**src/rtl/seed_load_ctrl.sv**
```systemverilog
// Loads the rho / rho_prime / Kata seeds from a 1024-bit word stream and
// pulses each seed register's write enable once its section is complete.
module seed_load_ctrl #(
  parameter int unsigned WORD_W = 64
) (
  input  logic              clk,
  input  logic              reset,
  input  logic              start,
  input  logic              in_valid,
  input  logic [WORD_W-1:0] in_data,
  output logic              in_ready,
  output logic              Rho_en,
  output logic [255:0]      Rho_din,
  output logic              Rho_prime_en,
  output logic [511:0]      Rho_prime_din,
  output logic              Kata_en,
  output logic [255:0]      Kata_din,
  output logic              busy,
  output logic              done
);

  localparam int unsigned N_RHO  = 256 / WORD_W;
  localparam int unsigned N_RHOP = 512 / WORD_W;
  localparam int unsigned N_TOT  = 1024 / WORD_W;
  localparam int unsigned CNT_W  = $clog2(N_TOT) + 1;

  typedef enum logic [2:0] {
    IDLE    = 3'd0,
    LD_RHO  = 3'd1,
    LD_RHOP = 3'd2,
    LD_KATA = 3'd3,
    FIN     = 3'd4
  } state_t;

  state_t             state, state_d;
  logic [CNT_W-1:0]   cnt, cnt_d;
  logic               accept;
  logic               rho_en_d, rhop_en_d, kata_en_d;

  // State and word-counter register.
  always_ff @(posedge clk or negedge reset) begin
    if (!reset) begin
      state <= IDLE;
      cnt   <= '0;
    end else begin
      state <= state_d;
      cnt   <= cnt_d;
    end
  end

  // Next state, acceptance and section-complete pulse requests.
  always_comb begin
    state_d   = state;
    cnt_d     = cnt;
    in_ready  = 1'b0;
    accept    = 1'b0;
    rho_en_d  = 1'b0;
    rhop_en_d = 1'b0;
    kata_en_d = 1'b0;
    case (state)
      IDLE: begin
        if (start) begin
          state_d = LD_RHO;
          cnt_d   = '0;
        end
      end
      LD_RHO: begin
        in_ready = 1'b1;
        accept   = in_valid;
        if (accept) begin
          cnt_d = cnt + CNT_W'(1);
          if (cnt == CNT_W'(N_RHO - 1)) begin
            state_d  = LD_RHOP;
            rho_en_d = 1'b1;
          end
        end
      end
      LD_RHOP: begin
        in_ready = 1'b1;
        accept   = in_valid;
        if (accept) begin
          cnt_d = cnt + CNT_W'(1);
          if (cnt == CNT_W'(N_RHO + N_RHOP - 1)) begin
            state_d   = LD_KATA;
            rhop_en_d = 1'b1;
          end
        end
      end
      LD_KATA: begin
        in_ready = 1'b1;
        accept   = in_valid;
        if (accept) begin
          cnt_d = cnt + CNT_W'(1);
          if (cnt == CNT_W'(N_TOT - 1)) begin
            state_d   = FIN;
            kata_en_d = 1'b1;
          end
        end
      end
      FIN:     state_d = IDLE;
      default: state_d = IDLE;
    endcase
  end

  // Registered outputs; each din slice is selected by the counter value.
  always_ff @(posedge clk or negedge reset) begin
    if (!reset) begin
      Rho_en        <= 1'b0;
      Rho_prime_en  <= 1'b0;
      Kata_en       <= 1'b0;
      done          <= 1'b0;
      busy          <= 1'b0;
      Rho_din       <= '0;
      Rho_prime_din <= '0;
      Kata_din      <= '0;
    end else begin
      Rho_en       <= rho_en_d;
      Rho_prime_en <= rhop_en_d;
      Kata_en      <= kata_en_d;
      done         <= kata_en_d;
      busy         <= (state_d != IDLE);
      for (int i = 0; i < int'(N_RHO); i++)
        if (accept && cnt == CNT_W'(i))
          Rho_din[WORD_W*i +: WORD_W] <= in_data;
      for (int i = 0; i < int'(N_RHOP); i++)
        if (accept && cnt == CNT_W'(int'(N_RHO) + i))
          Rho_prime_din[WORD_W*i +: WORD_W] <= in_data;
      for (int i = 0; i < int'(N_RHO); i++)
        if (accept && cnt == CNT_W'(int'(N_RHO + N_RHOP) + i))
          Kata_din[WORD_W*i +: WORD_W] <= in_data;
    end
  end

endmodule

```
**config.mk**
```make
export PLATFORM = sky130hd
export DESIGN_NAME = seed_load_ctrl
export DESIGN_NICKNAME = d
export VERILOG_FILES = /design/src/rtl/seed_load_ctrl.sv
export SDC_FILE = /design/constraint.sdc
export NUM_CORES = 1
export LEC_CHECK = 0
export CORE_AREA = 2 2 433 435
export CTS_CLUSTER_DIAMETER = 120
export DETAILED_ROUTE_END_ITERATION = 6
export DIE_AREA = 0 0 435 437
export SLEW_MARGIN = 30
export SYNTH_ARGS = -nofsm -noshare
export SYNTH_HDL_FRONTEND = slang
export SYNTH_SLANG_ARGS = --single-unit
```
**constraint.sdc**
```tcl
create_clock -name clk -period 2.6 [get_ports clk]
set_input_delay 0.52 -clock clk [delete_from_list [all_inputs] [get_ports clk]]
set_output_delay 0.52 -clock clk [all_outputs]
set_load 0.05 [all_outputs]
```
==> parameters.txt, run 1 <==
Parameter                              Value

Critical path
  Critical path class    reg -> out
  Critical Path Sink Type    output port
  Critical path depth in cells    1
  Data required time at the worst endpoint    2.08 ns
  Delay of the slowest cell on the worst path    0.89 ns
  Maximum net fanout on the critical path    2
  Top cell family by delay on the critical path    buffers and inverters
  Kind of launch point of the worst setup path    flop
  Cell-by-cell trace of the critical path    clkdlybuf4s50_1
  R2R cell count    8
  Critical-path cell with the highest stage delay    sky130_fd_sc_hd__clkdlybuf4s50_1
  CP Buf/Inv Count    1
  Arr. time, crit path    1.99 ns

Global route
  Overall overflow remaining after global route    0
  Initial antenna violation count    10
  Pin count of the biggest net entering global routing    79
  First-pass GRT wire length    207 mm
  Overall global routing resource usage    15.1%
  Number of global-route vias before repair    26,300

Synth
  Number of flops mapped to enable cells by yosys    0
  Post-Synthesis Cell Area    39,100 um^2
  Flop and latch count out of synthesis    1,036
  Number of nets produced by synthesis    2,379
  Dominant register cell in the synthesized netlist    sky130_fd_sc_hd__dfrtp_1
  Share of synthesized flip-flops with an asynchronous set or reset    100%
  Total number of yosys warnings    0
  Synth top cells by count    sky130_fd_sc_hd__dfrtp_1 (1,036), sky130_fd_sc_hd__mux2_2 (937), sky130_fd_sc_hd__mux2_1 (87)
  Ranking of synthesized cells by area    sky130_fd_sc_hd__dfrtp_1 (66%), sky130_fd_sc_hd__mux2_2 (27%), sky130_fd_sc_hd__mux2_1 (2.5%)
  Sequential cell area fraction in the yosys report    66.4%
  Cell type with the highest aggregate area in the netlist    sky130_fd_sc_hd__dfrtp_1
  Number of instances in the synthesized netlist    2,306
  Top-count cell post-synth    sky130_fd_sc_hd__dfrtp_1
  Post-synthesis average cell area    16.9 um^2
  Distinct cell type count after synthesis    36
  Fraction of post-synthesis cell area in the top cell type by area    66.4%

Die
  Width of the die    435 um
  Rows    158
  Placeable core area    185,000 um^2
  Total die area    190,000 um^2
  Number of top-level design ports    1,098
  Vert. Die Dim    437 um
  Effective utilization at floorplan    21.1%

Pwr
  Sequential share of power    29.0%
  Max rail drop VDD    0.977 mV
  Net switching fraction of the power    45.8%
  Combinational group share of total power    51.3%
  Switching Power    0.0400 W
  Internal power    0.0473 W
  P per Cell Area    1490 nW/um^2
  Static power due to leakage    26.4 nW
  Part of the power in the clock network    19.7%

Timing
  Endpoints failing setup    0
  Final Hold Vio Count    0
  Transition time of the tightest slew-check pin    0.690 ns
  Final worst path period need    2.51 ns
  Fin crit share    96.5%
  Relative slew margins    53.9%
  Maximum frequency from static timing analysis    398 MHz
  Slack of the critical path    0.0899 ns
  Clock Skews    0.0652 ns
  Setup repair after global routing missed its margin    false
  Number of pins exceeding their max-slew limit in the final report    0

Drt
  Routed length per instance    24.2 um
  Met3 layer wire length in the routed design    9.41 mm
  Top routing layer in use    met4
  First drt pass iteration count    6
  Wire length on met2    74.5 mm
  WL final    149 mm
  1st-iter DRT viols    1,123
  Met1 wire length    57.6 mm
  Detailed-route vias per instance    4.07
  DRC violation count after routing    0
  Post-route ant nets    0
  Via total after detailed routing    25,000

Clocking
  Clock buffer count from CTS    115
  CTS clock-pin slew for the worst setup and hold paths    0.06 ns
  Worst skew pair latency    0.76 ns
  CTS H-tree depth    3
  Clock sinks    1,036
  CTS tree    done
  Clock root buffer    sky130_fd_sc_hd__clkbuf_16
  Max Root-Sink Buffers    3

Worst hold path
  HP Class    in -> reg
  Hold depth    3

Place
  Detailed-placement wirelength estimate    106 mm
  Final estimated routing congestion in global placement    0.792
  Number of buffer cells added on primary ports    1,097
  Worst setup slack before clock tree synthesis    -0.294 ns
  Cell Count Post-Placement    5,910

Cells and area
  Final standard cell count with taps included and fillers excluded    6,129
  Number of nets at the end of the flow    3,622
  Layout cell share with drive strength beyond 1    37.4%
  P&R area growth vs syn    49.8%
  Final core area utilization    31.6%

Job
  Max Cap Viol    0

Status
  Outcome    finished clean
metrics by stage:
step / hold WS [ns] / TNS (ns) / total power, W / area [um^2]
after CTS: 0.255 / 0 / 0.0883 / 58500
final: 0.339 / 0 / 0.0873 / 58500
after floorplan: 0.224 / 0 / 0.0535 / 39100
after detailed placement: 0.474 / -51.97 / 0.0711 / 54500
after global placement: 0.467 / -42.89 / 0.0706 / 54500
after global routing: 0.277 / 0 / 0.0904 / 58500
final timing paths:
kind	end	from	slack, ns
setup / recovery	Kata_din[99]	Kata_din[99]	0.09
hold / removal	Rho_prime_din[93]	in_data[29]	0.34
setup reg to reg	Kata_din[197]	cnt[0]	0.29
hold reg to reg	Rho_prime_din[37]	Rho_prime_din[37]	0.48
max in group asynchronous	Kata_din[117]	reset	1.23
min in group asynchronous	Kata_din[169]	reset	0.38
routing by layer:
| metal | GRT usage (%) | vias up |
|---|---|---|
| met5 | 0 | - |
| met4 | 7.21 | 0 |
| met3 | 4.10 | 279 |
| met2 | 26.0 | 830 |
| met1 | 17.4 | 13200 |
| li1 | - | 10600 |
power by group through the flow:
stage	Combinational, W	Sequential, W	Clock [W]
after floorplan	0.00732	0.0462	0
after global placement	0.0453	0.0253	0
after detailed placement	0.0455	0.0255	0
after CTS	0.0453	0.0253	0.0176
after global routing	0.0460	0.0260	0.0183
final	0.0448	0.0253	0.0172
timing repair:
action | CTS | global route
gates resized for setup | 67 | 2
buffers inserted | 1 | 0
endpoints found under the hold margin | 25 | 0
hold buffers | 1 | 0
setup endpoints to repair | 67 | 2
cloned | 0 | 0
sequential cells by signal, summed over array words and instances, names as in the netlist:
name and cells:
Rho_din 256, busy 1, Rho_en 1, Kata_din 256, cnt 5, done 1, Rho_prime_din 512, Rho_prime_en 1
state 3
cell families after synthesis:
group	Yosys count	share of synthesized area (%)
flip-flops	1036	66.4
multiplexers	1027	29.6
buffers and inverters	176	2.54
AND/OR/NAND/NOR	54	1.18
AO/OA/AOI/OAI	8	0.170
adder cells (fa/ha/maj)	5	0.160
cell type report:
class / instances / area, um^2
sequential: 1036 / 25900
inverter: 5 / 22.5
multi-input combinational: 1094 / 12200
tap: 2480 / 3100
timing repair buffer: 1297 / 13200
clock inverter: 52 / 666
clock buffer: 161 / 3390
antenna: 4 / 10.0
fill: 18500 / 126000
layout by cell type, fill, tap and decap left out, drive strengths merged, types with 2 or more instances in the layout:
cell type | synthesis | final
a31oi | 2 | 2
and3 | 2 | 2
buf | 105 | 208
bufinv | 0 | 10
clkbuf | 66 | 161
clkdlybuf4s50 | 0 | 1020
clkinv | 0 | 34
clkinvlp | 0 | 3
dfrtp | 1036 | 1036
diode | 0 | 4
dlygate4sd2 | 0 | 66
dlymetal6s2s | 0 | 2
ha | 5 | 5
inv | 5 | 10
mux2 | 1024 | 1024
mux2i | 3 | 3
nand2 | 6 | 6
nand2b | 6 | 6
nand3 | 4 | 4
nand4 | 7 | 7
nor2 | 6 | 6
nor2b | 5 | 5
nor3 | 2 | 2
nor4 | 8 | 8
o21ai | 2 | 2
Power figures use the tool's default switching activity.
==> inputs of run 2 (changes only) <==
ABC_CLOCK_PERIOD_IN_PS = 2600   (was unset)
CTS_CLUSTER_SIZE = 40   (was unset)
==> parameters.txt, run 2 (synthesis results as in run 1) <==
Parameter                              Value

Global route
  Overall global routing resource usage    14.8% (-0.37 points)
  First-pass GRT wire length    203 mm (-1.9%)
  Pin count of the biggest net entering global routing    79 (unchanged)
  Overall overflow remaining after global route    0 (unchanged)
  Number of global-route vias before repair    25,300 (-3.5%)
  Initial antenna violation count    10 (unchanged)

Critical path
  Kind of launch point of the worst setup path    flop
  Critical Path Sink Type    output port
  Critical path class    reg -> out
  Cell-by-cell trace of the critical path    clkdlybuf4s50_1
  Top cell family by delay on the critical path    buffers and inverters
  Maximum net fanout on the critical path    2 (unchanged)
  Critical-path cell with the highest stage delay    sky130_fd_sc_hd__clkdlybuf4s50_1
  Data required time at the worst endpoint    2.08 ns (about the same)
  Arr. time, crit path    1.99 ns (about the same)
  CP Buf/Inv Count    1 (unchanged)
  Setup slack of the most critical reg-to-reg path    0.30 ns (about the same)
  Delay of the slowest cell on the worst path    0.87 ns (-0.02 ns)

Die
  Number of top-level design ports    1,098 (unchanged)
  Width of the die    435 um (unchanged)
  Effective utilization at floorplan    21.1% (unchanged)
  Rows    158 (unchanged)
  Placeable core area    185,000 um^2 (unchanged)
  Vert. Die Dim    437 um (unchanged)
  Total die area    190,000 um^2 (unchanged)

Pwr
  Part of the power in the clock network    11.0% (-8.7 points)
  Switching Power    0.0384 W (-3.8%)
  Sequential share of power    31.9% (+2.9 points)
  P per Cell Area    1410 nW/um^2 (-5.2%)
  Net switching fraction of the power    48.7% (+2.9 points)
  Max rail drop VDD    0.773 mV (-21%)
  Static power due to leakage    24.8 nW (-6.0%)
  Total power of the final layout    0.0790 W (-9.5%)
  Combinational group share of total power    57.1% (+5.8 points)
  Internal power    0.0405 W (-14%)

Drt
  Post-route ant nets    0 (unchanged)
  WL final    146 mm (-1.6%)
  Wire length on met2    75.2 mm (+1.0%)
  Detailed-route vias per instance    4.07 (about the same)
  First drt pass iteration count    5 (-1)
  1st-iter DRT viols    1,175 (+4.6%)
  Top routing layer in use    met5
  Via total after detailed routing    24,300 (-2.7%)
  Routed length per instance    24.5 um (+1.0%)
  Met1 wire length    57.7 mm (+0.22%)
  DRC violation count after routing    0 (unchanged)
  Met3 layer wire length in the routed design    8.06 mm (-14%)

Clocking
  Max Root-Sink Buffers    3 (unchanged)
  CTS clock-pin slew for the worst setup and hold paths    0.14 ns (+0.08 ns)
  CTS H-tree depth    2 (-1)
  Worst skew pair latency    0.68 ns (-0.08 ns)
  Clock root buffer    sky130_fd_sc_hd__clkbuf_16
  Clock sinks    1,036 (unchanged)
  Clock buffer count from CTS    38 (-67%)
  CTS tree    done

Place
  Cell Count Post-Placement    5,910 (unchanged)
  Number of buffer cells added on primary ports    1,097 (unchanged)
  Detailed-placement wirelength estimate    106 mm (unchanged)
  Worst setup slack before clock tree synthesis    -0.294 ns (unchanged)
  Final estimated routing congestion in global placement    0.792 (unchanged)

Cells and area
  Largest registers    Rho_prime_din: 512 flops, Kata_din: 256 flops, Rho_din: 256 flops
  P&R area growth vs syn    43.1%
  Largest register by flop count    Rho_prime_din
  Max FFs per register    512 (unchanged)
  Most used cells in the layout excluding fill and tap cells    sky130_fd_sc_hd__clkdlybuf4s50_1 (1,087), sky130_fd_sc_hd__dfrtp_1 (1,036), sky130_fd_sc_hd__mux2_2 (937), sky130_fd_sc_hd__buf_4 (141), sky130_fd_sc_hd__mux2_1 (87)
  Most frequent standard cell in the layout excluding fill and tap cells    sky130_fd_sc_hd__clkdlybuf4s50_1
  Number of nets at the end of the flow    3,545 (-2.1%)
  Final standard cell count with taps included and fillers excluded    5,969 (-2.6%)
  Layout cell share with drive strength beyond 1    35.0% (-2.5 points)

Timing
  Maximum frequency from static timing analysis    399 MHz (about the same)
  Worst hold slack    0.376 ns (+0.0373 ns)
  Final worst path period need    2.51 ns (-0.00229 ns)
  Setup repair after global routing missed its margin    false
  Fin crit share    96.5% (about the same)
  Final Hold Vio Count    0 (unchanged)
  Transition time of the tightest slew-check pin    0.671 ns (-0.0191 ns)
  Clock Skews    0.0385 ns (-0.0267 ns)
  Endpoints failing setup    0 (unchanged)
  Number of pins exceeding their max-slew limit in the final report    0 (unchanged)
  Slack of the critical path    0.0922 ns (+0.00229 ns)
  Relative slew margins    55.1% (+1.3 points)

Job
  Max Cap Viol    0 (unchanged)

Worst hold path
  HP Class    in -> async

Status
  Outcome    finished clean
[run 2: through the flow]
| stage | area (um^2) | TNS, ns | utilization (%) |
|---|---|---|---|
| CTS | 55900 | 0 | 30.2 |
| global placement | 54500 | -42.89 | 29.5 |
| detailed placement | 54500 | -51.97 | 29.5 |
| floorplan | 39100 | 0 | - |
| finish | 55900 | 0 | 30.2 |
| global route | 55900 | 0 | 30.2 |
[run 2: layout make-up]
cell class              instances  area, um^2
inverters                       5        22.5
repair buffers               1297       13300
flip-flops and latches       1036       25900
clock inverters                13         304
fillers                     18700      129000
well taps                    2480        3100
diodes                          2        5.00
clock buffers                  42        1040
multi-input cells            1094       12200
[run 2: worst paths after layout]
| check | start | cells after the start | endpoint |
|---|---|---|---|
| min in group clk | in_data[29] | 3 | Rho_prime_din[93] |
| max in group asynchronous | reset | 4 | Rho_prime_din[374] |
| setup / recovery | Rho_din[178] | 1 | Rho_din[178] |
| setup reg to reg | state[0] | 5 | Rho_din[76] |
| hold / removal | reset | 2 | Rho_prime_din[355] |
| hold reg to reg | Rho_prime_din[52] | 1 | Rho_prime_din[52] |
[run 2: power groups by stage]
stage / clock network [W] / logic, W / registers, W
CTS: 0.00908 / 0.0456 / 0.0252
global placement: 0 / 0.0453 / 0.0253
global route: 0.00953 / 0.0463 / 0.0259
detailed placement: 0 / 0.0455 / 0.0255
floorplan: 0 / 0.00732 / 0.0462
finish: 0.00869 / 0.0451 / 0.0252
[run 2: repair_timing]
action / in CTS / in global routing
resized for setup: 2 / 0
hold buffers: 1 / 0
hold endpoints to repair: 25 / 0
setup endpoints to repair: 2 / 0
setup buffers: 1 / 0
[run 2: layer usage]
layer / vias up / track usage, %
met3: 176 / 3.19
li1: 10400 / -
met2: 711 / 26.4
met5: - / 0
met4: 2 / 5.05
met1: 13000 / 17.4
